## config.mk

```make
export PLATFORM = sky130hd
export DESIGN_NAME = reg_dump
export DESIGN_NICKNAME = d
export VERILOG_FILES = /design/src/rtl/reg_dump_pkg.sv /design/src/rtl/reg_dump.sv
export SDC_FILE = /design/constraint.sdc
export NUM_CORES = 1
export LEC_CHECK = 0
export BUFFER_PORTS_ARGS = -buffer_cell sky130_fd_sc_hd__buf_2
export CORE_AREA = 8 8 78 80
export DETAILED_ROUTE_END_ITERATION = 10
export DIE_AREA = 0 0 86 88
export PLACE_DENSITY = 0.42
export SETUP_SLACK_MARGIN = 0.15
export SLEW_MARGIN = 30
export SYNTH_ARGS = -nofsm -noshare
export SYNTH_HDL_FRONTEND = slang
export SYNTH_SLANG_ARGS = --single-unit
```

## constraint.sdc

```tcl
create_clock -name Clk -period 3.57 [get_ports Clk]
set_clock_uncertainty 0.15 [all_clocks]
set_input_delay 0.357 -clock Clk [delete_from_list [all_inputs] [get_ports Clk]]
set_output_delay 0.357 -clock Clk [all_outputs]
set_load 0.02 [all_outputs]
```

## src/rtl/reg_dump_pkg.sv

```systemverilog
// ============================================================================
// Module   : reg_dump_pkg
// Purpose  : Shared types and constants for the register-file dump block.
//            Holds the dump FSM state type, the default register count and
//            the zero-pad width used to widen the 2-bit status word to 16 bits.
// Ports    : none (package)
// Revision : 1.0 - initial release
// ============================================================================
`default_nettype none

package reg_dump_pkg;

    // Dump FSM states. Values are fixed so that state dumps and waveforms
    // stay readable.
    typedef enum logic [1:0] {
        IDLE = 2'd0,
        READ = 2'd1,
        SEND = 2'd2,
        DONE = 2'd3
    } state_e;

    // Number of registers dumped when the instantiating code does not override it.
    localparam int NREG_DEFAULT = 8;

    // Zero bits placed above the 2-bit status field to fill a 16-bit word.
    localparam int S_WORD_PAD = 14;

    // Width of the word index counter (covers 0..NREG, with NREG up to 15).
    localparam int IDX_W = 4;

endpackage : reg_dump_pkg

`default_nettype wire

```

## src/rtl/reg_dump.sv

```systemverilog
// ============================================================================
// Module   : reg_dump
// Purpose  : Streams the contents of a small register file out through a
//            valid/ready port. A dump reads registers 0..NREG-1 one at a time
//            through a combinational read port. After the last register it
//            emits one status word built from the live status bits. Each word
//            is sampled in its own READ cycle, so the dump is not a coherent
//            snapshot of the whole file.
// Ports    :
//   Clk       in   1   rising-edge clock
//   Reset     in   1   synchronous, active-high reset
//   Start     in   1   dump request, looked at only while idle
//   RdAddr    out  3   register-file read address (non-zero only in READ)
//   RdData    in   W   combinational read data for RdAddr
//   SIn       in   2   live status bits
//   OutData   out  W   dumped word
//   OutIdx    out  4   word index: 0..NREG-1 registers, NREG status word
//   OutValid  out  1   OutData/OutIdx valid
//   OutReady  in   1   consumer accepts the current word
//   Busy      out  1   dump in progress
//   Done      out  1   one-cycle pulse after the final word transfers
// Revision : 1.0 - initial release
// ============================================================================
`default_nettype none

module reg_dump
    import reg_dump_pkg::*;
#(
    parameter int NREG = NREG_DEFAULT,
    parameter int W    = 16
) (
    input  logic                 Clk,
    input  logic                 Reset,
    input  logic                 Start,
    output logic [2:0]           RdAddr,
    input  logic [W-1:0]         RdData,
    input  logic [1:0]           SIn,
    output logic [W-1:0]         OutData,
    output logic [IDX_W-1:0]     OutIdx,
    output logic                 OutValid,
    input  logic                 OutReady,
    output logic                 Busy,
    output logic                 Done
);

    // Index of the status word, which is also the last index of a dump.
    localparam logic [IDX_W-1:0] NREG_IDX = IDX_W'(NREG);

    state_e               state_q;
    logic [IDX_W-1:0]     idx_q;
    logic [W-1:0]         out_data_q;
    logic [IDX_W-1:0]     out_idx_q;
    logic                 out_valid_q;
    logic                 done_q;

    // Status word: the two status bits, zero-extended to the data width.
    logic [W-1:0]         status_word;
    assign status_word = {{(W-2){1'b0}}, SIn};

    // One process holds the FSM, the index counter and the registered
    // outputs, so that each word's capture and its handshake stay in step.
    always_ff @(posedge Clk) begin
        if (Reset) begin
            state_q     <= IDLE;
            idx_q       <= '0;
            out_data_q  <= '0;
            out_idx_q   <= '0;
            out_valid_q <= 1'b0;
            done_q      <= 1'b0;
        end else begin
            case (state_q)
                IDLE: begin
                    if (Start) begin
                        idx_q   <= '0;
                        state_q <= READ;
                    end
                end
                READ: begin
                    // RdAddr is driven from idx_q in this state, so RdData
                    // already holds the register for this index.
                    out_data_q  <= (idx_q < NREG_IDX) ? RdData : status_word;
                    out_idx_q   <= idx_q;
                    out_valid_q <= 1'b1;
                    state_q     <= SEND;
                end
                SEND: begin
                    // out_valid_q is always set in SEND, so OutReady alone
                    // marks the transfer.
                    if (OutReady) begin
                        out_valid_q <= 1'b0;
                        if (idx_q == NREG_IDX) begin
                            done_q  <= 1'b1;
                            state_q <= DONE;
                        end else begin
                            idx_q   <= idx_q + 1'b1;
                            state_q <= READ;
                        end
                    end
                end
                DONE: begin
                    done_q  <= 1'b0;
                    state_q <= IDLE;
                end
                default: begin
                    state_q <= IDLE;
                end
            endcase
        end
    end

    // The read address is held at zero outside READ so that the register
    // file sees a quiet address bus between reads.
    always_comb begin
        RdAddr = 3'd0;
        Busy   = 1'b0;
        if (state_q == READ) begin
            RdAddr = idx_q[2:0];
        end
        if (state_q != IDLE) begin
            Busy = 1'b1;
        end
    end

    assign OutData  = out_data_q;
    assign OutIdx   = out_idx_q;
    assign OutValid = out_valid_q;
    assign Done     = done_q;

endmodule : reg_dump

`default_nettype wire

```

==> run summary <==
The number of nets in the synthesized netlist is 162. The run gives 0 as the final hold violation count. The number of buffers inserted by hold repair at cts came out at 0. The worst path uses 64.7% of the clock period.

In this run the mean area of a mapped cell was 8.57 um2. The static leakage was 0.000675 uW. The library cell used most frequently in the layout, excluding fill and tap cells, is sky130_fd_sc_hd__buf_2. The tools report the worst hold slack as 170 ps. TritonCTS built the clock tree. The portion of synthesized area spent on multiplexers is 3.49%. The critical path startpoint is state_q[1]. The die covers 7570 um2. Walking the worst path, the cells encountered are and2b_1 -> nand2_1 -> inv_1 -> buf_2. Buffers added to address setup during post-CTS repair amount to 0. For the worst setup path, the data arrival time is 1800 ps. For this run the aggregate overflow at the end of global routing stands at 0. The critical path is of the flip-flop to primary output type. OpenSTA, run right after detailed placement, puts the worst setup slack at 1540 ps. In this run the core area contains 26 standard-cell rows. Of the total synthesized cell area, the portion taken by AND, OR, NAND and NOR gates is 25.9%. The worst setup slack after layout was 1260 ps; the count of unresolved DRC violations after routing was 0. The pre-antenna-repair detailed-routing pass consisted of 4 iterations. The wire length of the first global-routing pass is 5380 um. The cell count after synthesis is 138. The layout cell share with drive strength beyond 1 is 29.8%, and the horizontal die dimension is 86 um. Setup violations remaining at the end of the flow were counted as 0. The classification of the worst-slack hold path is input pin to flip-flop. The number of port buffers works out to 47.

The area growth from synthesis to layout is 28.9%. Via count: 1090. The setup slack on the worst flop-to-flop path was 1660 ps; the post-cts gate resize count was 0.

The mapped netlist covers 1180 um2. The clock transition at the registers of the reported paths works out to 90 ps. For this run, the register share of the synthesized area comes to 47.4%. The number of cell instances on the worst register-to-register path was 6; the non-filler instance count after layout was 248.

For this design, the sink count on the clock tree is 28. Of the total synthesized cell area, the portion taken by full adders, half adders and majority gates is 2.12%. The repair_antennas step left the layout with diodes totalling 0.

The core region area was 4910 um2. For the number of antenna violations at the first check in global routing, the log shows 0. The final layout net count came out at 203.

Once placement completed, the tool counted placed cells totaling 244. After Yosys synthesis, XOR and XNOR cells account for 0% of the synthesized area. The count of nets left with antenna violations once routing finished came out at 0.

The logs give 2 for the maximum count of clock buffers along a single path and 0 ps for the total negative slack. The synthesized netlist devotes 14.7% of its cell area to compound gates. Setup repair after global routing left no endpoint under its margin. The clock insertion delay at the later pin of the skew report was 270 ps. In this run the tightest slew margin relative to its limit is 48.0%.

The initial core utilization is 24.1%, and the global routing usage summed across all routing layers is 8.93%. In this design, the stage delay of the slowest critical-path cell is 730 ps. The total power density per cell area was 438 nW/um2. In this run, synthesis produced a sequential element count of 28.

The data required time of the critical path is 3060 ps. For the estimated wirelength of the detail-placed design, the log shows 2470 um. The worst register-to-register path ends at idx_q[0].

The total power after layout was 667 uW. After synthesis, the largest family of logic cells by area is simple AND/OR/NAND/NOR gates. Using the TritonRoute via totals, the vias-per-cell ratio works out to 4.40.

The flow ran to the end, and the final reports show no timing, DRC or antenna violations. The worst setup path is launched from a flip-flop. The wire length per cell is 13.5 um. Number of DRC violations after detailed-routing iteration 0: 36.

After detailed routing, the total wire length is 3360 um. The capturing instance or port of the critical path is RdAddr[2]. The largest individual stage delay along the critical path comes from the cell sky130_fd_sc_hd__and2b_1.

Count of pins on the block boundary: 48. The die is 88 um tall. For this run, the number of Yosys warnings is 0. The tools report the total number of H-tree levels as 1.

In this run the critical register-to-register path is launched from idx_q[0]. The largest net degree at the start of global routing was 29; the routability-driven placement congestion ratio was 0.747. The top fanout value on the critical path is 24, and the number of global-route vias before repair is 1105. Kind of end point of the critical path: a primary output. The number of maximum-capacitance constraint violations was 0. The top cell types in the final layout, fill and taps aside, are 47 x sky130_fd_sc_hd__buf_2, 28 x sky130_fd_sc_hd__dfxtp_1, 25 x sky130_fd_sc_hd__nand2_1.

The maximum VDD drop was 0.000199 V. The final critical-path required period works out to 2310 ps. The logs give 28 for the number of distinct library cell variants in the gate-level netlist after synthesis and 0 for the max-slew violation count.

Static timing analysis puts the maximum clock frequency at 433 MHz. Cell chosen for the clock root: sky130_fd_sc_hd__clkbuf_8. The total clock buffers created by CTS was 3; the transition time at the pin with the least slew margin was 780 ps.
## state kept, by name, summed over array words and instances (netlist names)
name and count:
Done 1, OutData 16, OutIdx 4, OutValid 1, idx_q 4, state_q 2
## per-stage QoR
step                      cell area, um2  util (%)
after floorplan                     1180         -
after global routing                1520      31.0
after global placement              1450      29.6
after CTS                           1520      31.0
final                               1520      31.0
after detailed placement            1450      29.6
## Yosys cell counts
library cell                instances  area share, %
sky130_fd_sc_hd__a211oi_1           5            3.2
sky130_fd_sc_hd__a21o_1             1           0.64
sky130_fd_sc_hd__a21oi_1           20            8.5
sky130_fd_sc_hd__a22o_1             1           0.74
sky130_fd_sc_hd__a31oi_1            1           0.53
sky130_fd_sc_hd__and2b_1            1           0.64
sky130_fd_sc_hd__and3b_1            1           0.74
sky130_fd_sc_hd__and4b_1            1           0.85
sky130_fd_sc_hd__buf_2              3            1.3
sky130_fd_sc_hd__buf_6              1           0.95
sky130_fd_sc_hd__clkbuf_1           7            2.2
sky130_fd_sc_hd__dfxtp_1           28             47
sky130_fd_sc_hd__ha_1               2            2.1
sky130_fd_sc_hd__inv_1              6            1.9
sky130_fd_sc_hd__mux2_2             1           0.95
sky130_fd_sc_hd__mux2i_1            3            2.5
sky130_fd_sc_hd__nand2_1           25            7.9
sky130_fd_sc_hd__nand2b_1           1           0.53
sky130_fd_sc_hd__nand3_1            1           0.42
sky130_fd_sc_hd__nand3b_1          15            9.5
sky130_fd_sc_hd__nor2_1             6            1.9
sky130_fd_sc_hd__nor2b_1            2            1.1
sky130_fd_sc_hd__nor3b_1            1           0.64
sky130_fd_sc_hd__o21ai_0            1           0.42
sky130_fd_sc_hd__o2bb2ai_1          1           0.74
sky130_fd_sc_hd__or2_1              1           0.53
sky130_fd_sc_hd__or2_2              1           0.53
sky130_fd_sc_hd__or4_1              1           0.64
## layout make-up
type | instances | area (um2)
sequential | 28 | 561
fill | 544 | 3390
clock inverter | 1 | 30.0
clock buffer | 3 | 41.3
inverter | 6 | 22.5
timing repair buffer | 47 | 235
multi-input combinational | 93 | 547
tap | 70 | 87.6
## report_power, final
| part | leakage [uW] | switching, uW | internal [uW] |
|---|---|---|---|
| registers | 0.000228 | 8.54 | 325 |
| logic | 0.000411 | 52.8 | 31.0 |
| clock network | 0.0000357 | 99.3 | 150 |
| total | 0.000675 | 161 | 506 |
## cell families after synthesis
group	count (synthesis)
adders and majority gates	2
DFF	28
muxes	4
AOI/OAI and AO/OA	30
and+or+nand+nor	57
buffers and inverters	17
## worst min path at each step
stage                      from          end  slack (ps)  depth (start not counted)
floorplan              OutReady     OutValid         300                          1
global placement     OutData[9]   OutData[9]         280                          2
detailed placement  OutData[15]  OutData[15]         290                          2
CTS                    OutReady     OutValid         170                          2
global route           OutReady     OutValid         170                          2
finish                 OutReady     OutValid         170                          2
## critical path: cells and delay by family (launching register included)
family | cells | cell delay [ps]
buf+inv | 2 | 240
simple gates | 2 | 900
flops | 1 | 390
## per-layer routing
layer,up-vias,track usage [%],part of all wire [%]
met5,-,0,0
met4,0,0.955,0.36
met3,2,3.85,8.7
met2,41,16.1,46
met1,498,9.72,45
li1,549,-,-
Note: power is estimated with default switching activity, not from simulation.
